### src/rtl/avst_demultiplexer.sv
// Packet-aware 1-to-2 Avalon-ST demultiplexer. Each packet is routed whole
// to output one or output two by channel bit 0 of its SOP beat; each output
// has a single registered slot (1-cycle latency, 1 beat/cycle per path).
module avst_demultiplexer #(
  parameter int DATA_WIDTH    = 128,
  parameter int EMPTY_WIDTH   = 2,
  parameter int CHANNEL_WIDTH = 1,
  parameter int CNT_WIDTH     = 16
) (
  input  logic                     clk,
  input  logic                     reset_n,
  input  logic [CHANNEL_WIDTH-1:0] avsi_channel,
  input  logic [DATA_WIDTH-1:0]    avsi_data,
  input  logic                     avsi_valid,
  input  logic                     avsi_sop,
  input  logic                     avsi_eop,
  input  logic [EMPTY_WIDTH-1:0]   avsi_empty,
  output logic                     avsi_ready,
  output logic [CHANNEL_WIDTH-1:0] avso_one_channel,
  output logic [DATA_WIDTH-1:0]    avso_one_data,
  output logic                     avso_one_sop,
  output logic                     avso_one_eop,
  output logic [EMPTY_WIDTH-1:0]   avso_one_empty,
  output logic                     avso_one_valid,
  input  logic                     avso_one_ready,
  output logic [CHANNEL_WIDTH-1:0] avso_two_channel,
  output logic [DATA_WIDTH-1:0]    avso_two_data,
  output logic                     avso_two_sop,
  output logic                     avso_two_eop,
  output logic [EMPTY_WIDTH-1:0]   avso_two_empty,
  output logic                     avso_two_valid,
  input  logic                     avso_two_ready,
  output logic [CNT_WIDTH-1:0]     drop_count,
  output logic [CNT_WIDTH-1:0]     err_count
);

  typedef enum logic [1:0] {
    IDLE    = 2'd0,
    FWD_ONE = 2'd1,
    FWD_TWO = 2'd2
  } state_t;

  state_t state_q, state_d;

  logic one_valid_q, one_valid_d;
  logic two_valid_q, two_valid_d;
  logic [CHANNEL_WIDTH-1:0] one_channel_q, two_channel_q;
  logic [DATA_WIDTH-1:0]    one_data_q, two_data_q;
  logic                     one_sop_q, two_sop_q;
  logic                     one_eop_q, two_eop_q;
  logic [EMPTY_WIDTH-1:0]   one_empty_q, two_empty_q;
  logic [CNT_WIDTH-1:0]     drop_q, drop_d;
  logic [CNT_WIDTH-1:0]     err_q, err_d;

  logic can_load_one, can_load_two;
  logic sel, accept, ready;
  logic load_one, load_two;
  logic drop_inc, err_inc;

  assign can_load_one = ~one_valid_q | avso_one_ready;
  assign can_load_two = ~two_valid_q | avso_two_ready;
  assign sel          = avsi_channel[0];
  assign accept       = avsi_valid & ready;

  // Routing FSM: ready, slot loads, counter events and next state
  always_comb begin
    state_d  = state_q;
    ready    = 1'b0;
    load_one = 1'b0;
    load_two = 1'b0;
    drop_inc = 1'b0;
    err_inc  = 1'b0;
    unique case (state_q)
      IDLE: begin
        // Non-SOP beats are always taken (and dropped) so orphans never stall.
        ready = ~avsi_sop | (sel ? can_load_two : can_load_one);
        if (accept) begin
          if (avsi_sop) begin
            load_one = ~sel;
            load_two = sel;
            if (!avsi_eop) state_d = sel ? FWD_TWO : FWD_ONE;
          end else begin
            drop_inc = 1'b1;
          end
        end
      end
      FWD_ONE, FWD_TWO: begin
        ready = (state_q == FWD_ONE) ? can_load_one : can_load_two;
        if (accept) begin
          load_one = (state_q == FWD_ONE);
          load_two = (state_q == FWD_TWO);
          err_inc  = avsi_sop;
          if (avsi_eop) state_d = IDLE;
        end
      end
      default: state_d = IDLE;
    endcase
  end

  // Slot valid next-state: a load wins over a same-cycle drain
  always_comb begin
    one_valid_d = one_valid_q;
    two_valid_d = two_valid_q;
    if (load_one)            one_valid_d = 1'b1;
    else if (avso_one_ready) one_valid_d = 1'b0;
    if (load_two)            two_valid_d = 1'b1;
    else if (avso_two_ready) two_valid_d = 1'b0;
  end

  // Saturating counter next-state
  always_comb begin
    drop_d = drop_q;
    err_d  = err_q;
    if (drop_inc && (drop_q != '1)) drop_d = drop_q + 1'b1;
    if (err_inc && (err_q != '1))   err_d  = err_q + 1'b1;
  end

  // Control state with asynchronous active-low reset
  always_ff @(posedge clk or negedge reset_n) begin
    if (!reset_n) begin
      state_q     <= IDLE;
      one_valid_q <= 1'b0;
      two_valid_q <= 1'b0;
      drop_q      <= '0;
      err_q       <= '0;
    end else begin
      state_q     <= state_d;
      one_valid_q <= one_valid_d;
      two_valid_q <= two_valid_d;
      drop_q      <= drop_d;
      err_q       <= err_d;
    end
  end

  // Payload slots, unreset; contents only meaningful while valid
  always_ff @(posedge clk) begin
    if (load_one) begin
      one_channel_q <= avsi_channel;
      one_data_q    <= avsi_data;
      one_sop_q     <= avsi_sop;
      one_eop_q     <= avsi_eop;
      one_empty_q   <= avsi_empty;
    end
    if (load_two) begin
      two_channel_q <= avsi_channel;
      two_data_q    <= avsi_data;
      two_sop_q     <= avsi_sop;
      two_eop_q     <= avsi_eop;
      two_empty_q   <= avsi_empty;
    end
  end

  assign avsi_ready       = ready;
  assign avso_one_channel = one_channel_q;
  assign avso_one_data    = one_data_q;
  assign avso_one_sop     = one_sop_q;
  assign avso_one_eop     = one_eop_q;
  assign avso_one_empty   = one_empty_q;
  assign avso_one_valid   = one_valid_q;
  assign avso_two_channel = two_channel_q;
  assign avso_two_data    = two_data_q;
  assign avso_two_sop     = two_sop_q;
  assign avso_two_eop     = two_eop_q;
  assign avso_two_empty   = two_empty_q;
  assign avso_two_valid   = two_valid_q;
  assign drop_count       = drop_q;
  assign err_count        = err_q;

endmodule
### config.mk
export PLATFORM = sky130hd
export DESIGN_NAME = avst_demultiplexer
export DESIGN_NICKNAME = d
export VERILOG_FILES = /design/src/rtl/avst_demultiplexer.sv
export SDC_FILE = /design/constraint.sdc
export NUM_CORES = 1
export LEC_CHECK = 0
export CORE_AREA = 4 4 168 170
export CTS_CLUSTER_SIZE = 16
export DETAILED_ROUTE_END_ITERATION = 6
export DIE_AREA = 0 0 172 174
export GPL_TIMING_DRIVEN = 1
export PLACE_DENSITY = 0.77
export SLEW_MARGIN = 0
export SYNTH_ARGS = -nofsm -noshare
export SYNTH_HDL_FRONTEND = slang
export SYNTH_SLANG_ARGS = --single-unit
### constraint.sdc
create_clock -name clk -period 17 [get_ports clk]
set_input_delay 5.1 -clock clk [delete_from_list [all_inputs] [get_ports clk]]
set_output_delay 5.1 -clock clk [all_outputs]
set_load 0.01 [all_outputs]
==> results.tsv <==
stage	metric	value	unit
floorplanning	die_area	29900	um^2
placed_design	place.gp.congestion	0.900	
synth	synth.area.mux_share	0.00566	
synth	synthTopCellsByCount	edfxtp_1 (266), dfrtp_1 (36), nor2_1 (18)	
min_path	hold_start	err_count[11]$_DFFE_PN0P_	
route	drt_wl_total	27900	um
route	first_pass_iters	6	
critical_path	worstReg2RegStart	state_q[1]$_DFFE_PN0P_	
timing	fin_skew	0.0155	ns
finish	regArea	8890	um^2
placed_design	dp_slack	4.80	ns
timing	max_freq	81.7	MHz
cts	ctsResizeCount	0	
global_route	antenna_found_initial	2	
finish	fillers	1988	
timing	tns	0	ns
synth	synthXorXnorAreaFrac	0.0229	
synth	ys_types	43	
route	vias	6050	
placed_design	dpl-instance-area	14800	um^2
timing	setup_violations	0	
cts	cts.htree.levels	1	
route	drt_iter0_drc	342	
floorplanning	initial_core_util	0.372	
critical_path	crit_start	avsi_channel	
route	wl_met3	2650	um
power_and_ir_drop	power.density	122	nW/um^2
timing	rsz0062_at_grt	false	
power_and_ir_drop	worst_ir_drop_vdd	0.0000699	V
timing	drv_slew	0	
finish	multi_input_area	1030	um^2
critical_path	critPathArrivalTime	7.14	ns
global_route	grt_pass1_wl	40000	um
route	dr.max_layer_used	met4	
power_and_ir_drop	power	1.91	mW
cts	numCtsBuffers	31	
floorplanning	die_h	174	um
synth	syn_nets	603	
synth	synthArstFlopShare	0.119	
floorplanning	die_w	172	um
cts	cts_tree	built	
timing	hold_viol	0	
global_route	track_usage	0.176	
synth	synth_top_family_by_area	simple AND/OR/NAND/NOR gates	
critical_path	crit_path_max_fanout	8	
finish	stdcell_area	15700	um^2
synth	yosysWarnings	0	
synth	synth-seq-area-share	0.893	
timing	slew_headroom	0.343	
finish	nets	1078	
cts	root_buffer	clkbuf_16	
synth	yosys.area.top_type	edfxtp_1	
finish	drive_gt1_frac	0.0670	
cts	clock_latency	0.55	ns
run	max-cap-violations	0	
floorplanning	io_pins	439	
synth	synth_top_area_frac	0.803	
global_route	first_global_vias	6285	
synth	synthAdderAreaFrac	0.00880	
timing	tightest_slew	0.985	ns
route	drtAntennaViolNets	0	
synth	synth-compound-area-share	0.0121	
timing	setup_slack	4.76	ns
floorplanning	design.core.area	26700	um^2
route	wl_met1	9980	um
route	wl_met2	14300	um
critical_path	critPathMaxStageDelay	0.57	ns
timing	fin_crit	12.24	ns
synth	synth-simple-area-share	0.0526	
critical_path	start_kind	primary input	
timing	min_period_over_period	0.720	
synth	synth_area	9950	um^2
critical_path	path_cells	clkdlybuf4s50_1, nor3b_1, o21ai_0, a22o_1, clkdlybuf4s50_1	
critical_path	cp.required	11.90	ns
critical_path	worst_setup_path_end_kind	output pin	
synth	synth_area_leaders	edfxtp_1 (80%), dfrtp_1 (9.1%), xnor2_1 (1.2%), xor2_1 (1.1%), ha_1 (0.88%)	
synth	syn_inst	458	
finish	area_growth_syn_to_layout	58.1	%
global_route	grt_overflow_total	0	
critical_path	critPathSlowestCell	nor3b_1	
cts	path_clk_slew	0.06	ns
synth	yosysMostFrequentCell	edfxtp_1	
cts	clk_path_buf_depth	3	
global_route	grt_max_degree	73	
critical_path	critPathMostFrequentCell	clkdlybuf4s50_1	
status	outcome	finished, final reports clean	
synth	yosys_most_used_dff	edfxtp_1	
cts	clock_sinks	302	
placed_design	dp_hpwl	20400	um
route	viasPerCell	4.66	
synth	synth_edf_count	266	
route	drc	0	
cts	post-cts-setup-buffers	0	
placed_design	numPortBuffers	438	
floorplanning	core.rowCount	60	
power_and_ir_drop	cellLeakagePower	5.51	nW
synth	synth.avg_cell_area	21.7	um^2
cts	holdBufCountCts	0	
synth	synth_seq_cells	302	
critical_path	path_class	primary input to output pin	
route	wl_per_cell	21.5	um
min_path	hold_path.class	flop to flop	
==> final timing paths <==
check	depth (start not counted)	to	slack, ns
max	5	avsi_ready	4.76
min	1	err_count[11]$_DFFE_PN0P_	0.53
max reg2reg	9	avso_one_data[35]$_DFFE_PP_	13.16
min reg2reg	1	err_count[11]$_DFFE_PN0P_	0.53
max in group asynchronous	2	drop_count[5]$_DFFE_PN0P_	11.71
min in group asynchronous	2	drop_count[2]$_DFFE_PN0P_	4.96
==> cell type report <==
type / instances / area share
Clock buffer: 36 / 0.0505
Timing Repair Buffer: 443 / 0.281
Tap cell: 341 / 0.0271
Sequential cell: 302 / 0.565
Antenna cell: 1 / 0.000159
Multi-Input combinational cell: 145 / 0.0655
Inverter: 10 / 0.00239
Clock inverter: 19 / 0.00803
==> report_power, final <==
group | leakage [nW] | switching [mW] | internal (mW)
clock | 0.456 | 0.269 | 0.348
combinational | 2.16 | 0.173 | 0.172
sequential | 2.90 | 0.0344 | 0.917
total | 5.51 | 0.477 | 1.44
==> stage by stage <==
stage,cells,hold WS (ns),utilization
after floorplan,458,0.532,-
after global placement,1241,0.507,0.554
after detailed placement,1241,0.513,0.554
after CTS,1296,0.525,0.588
after global routing,1297,0.538,0.588
final,1297,0.526,0.588
==> state kept, by name (all words and copies together) (netlist names) <==
signal / count
avso_one_data: 128
avso_two_data: 128
drop_count: 16
err_count: 16
avso_one_empty: 2
avso_two_empty: 2
state_q: 2
avso_one_channel: 1
avso_one_eop: 1
avso_one_sop: 1
avso_one_valid: 1
avso_two_channel: 1
avso_two_eop: 1
avso_two_sop: 1
avso_two_valid: 1
==> critical path, delay by kind of cell <==
kind	cells	cell delay, ns
and+or+nand+nor	1	0.57
buffers and inverters	2	1.03
AOI/OAI and AO/OA	2	0.45
==> cells in the final DEF, fill, tap and decap left out, drive strengths merged, types with 3 or more instances in the layout <==
| master | instances |
|---|---|
| and3 | 4 |
| buf | 5 |
| clkbuf | 36 |
| clkdlybuf4s50 | 438 |
| clkinv | 16 |
| dfrtp | 36 |
| edfxtp | 266 |
| ha | 7 |
| inv | 11 |
| mux2 | 5 |
| nand2 | 17 |
| nand3 | 8 |
| nand4 | 11 |
| nor2 | 20 |
| nor3 | 9 |
| nor3b | 3 |
| o21ai | 5 |
| o22ai | 4 |
| xnor2 | 14 |
| xor2 | 12 |
==> per-layer routing <==
metal | track usage | vias to the layer above
li1 | - | 2741
met1 | 0.203 | 2927
met2 | 0.302 | 310
met3 | 0.0580 | 72
met4 | 0.0681 | 0
met5 | 0 | -
==> logic make-up after synthesis <==
kind of cell / count (synthesis)
flip-flops: 302
AND/OR/NAND/NOR: 90
XOR/XNOR: 26
AO/OA/AOI/OAI: 17
buffers and inverters: 11
adder cells (fa/ha/maj): 7
multiplexers: 5
No activity file was read; power rests on OpenSTA's default activity.
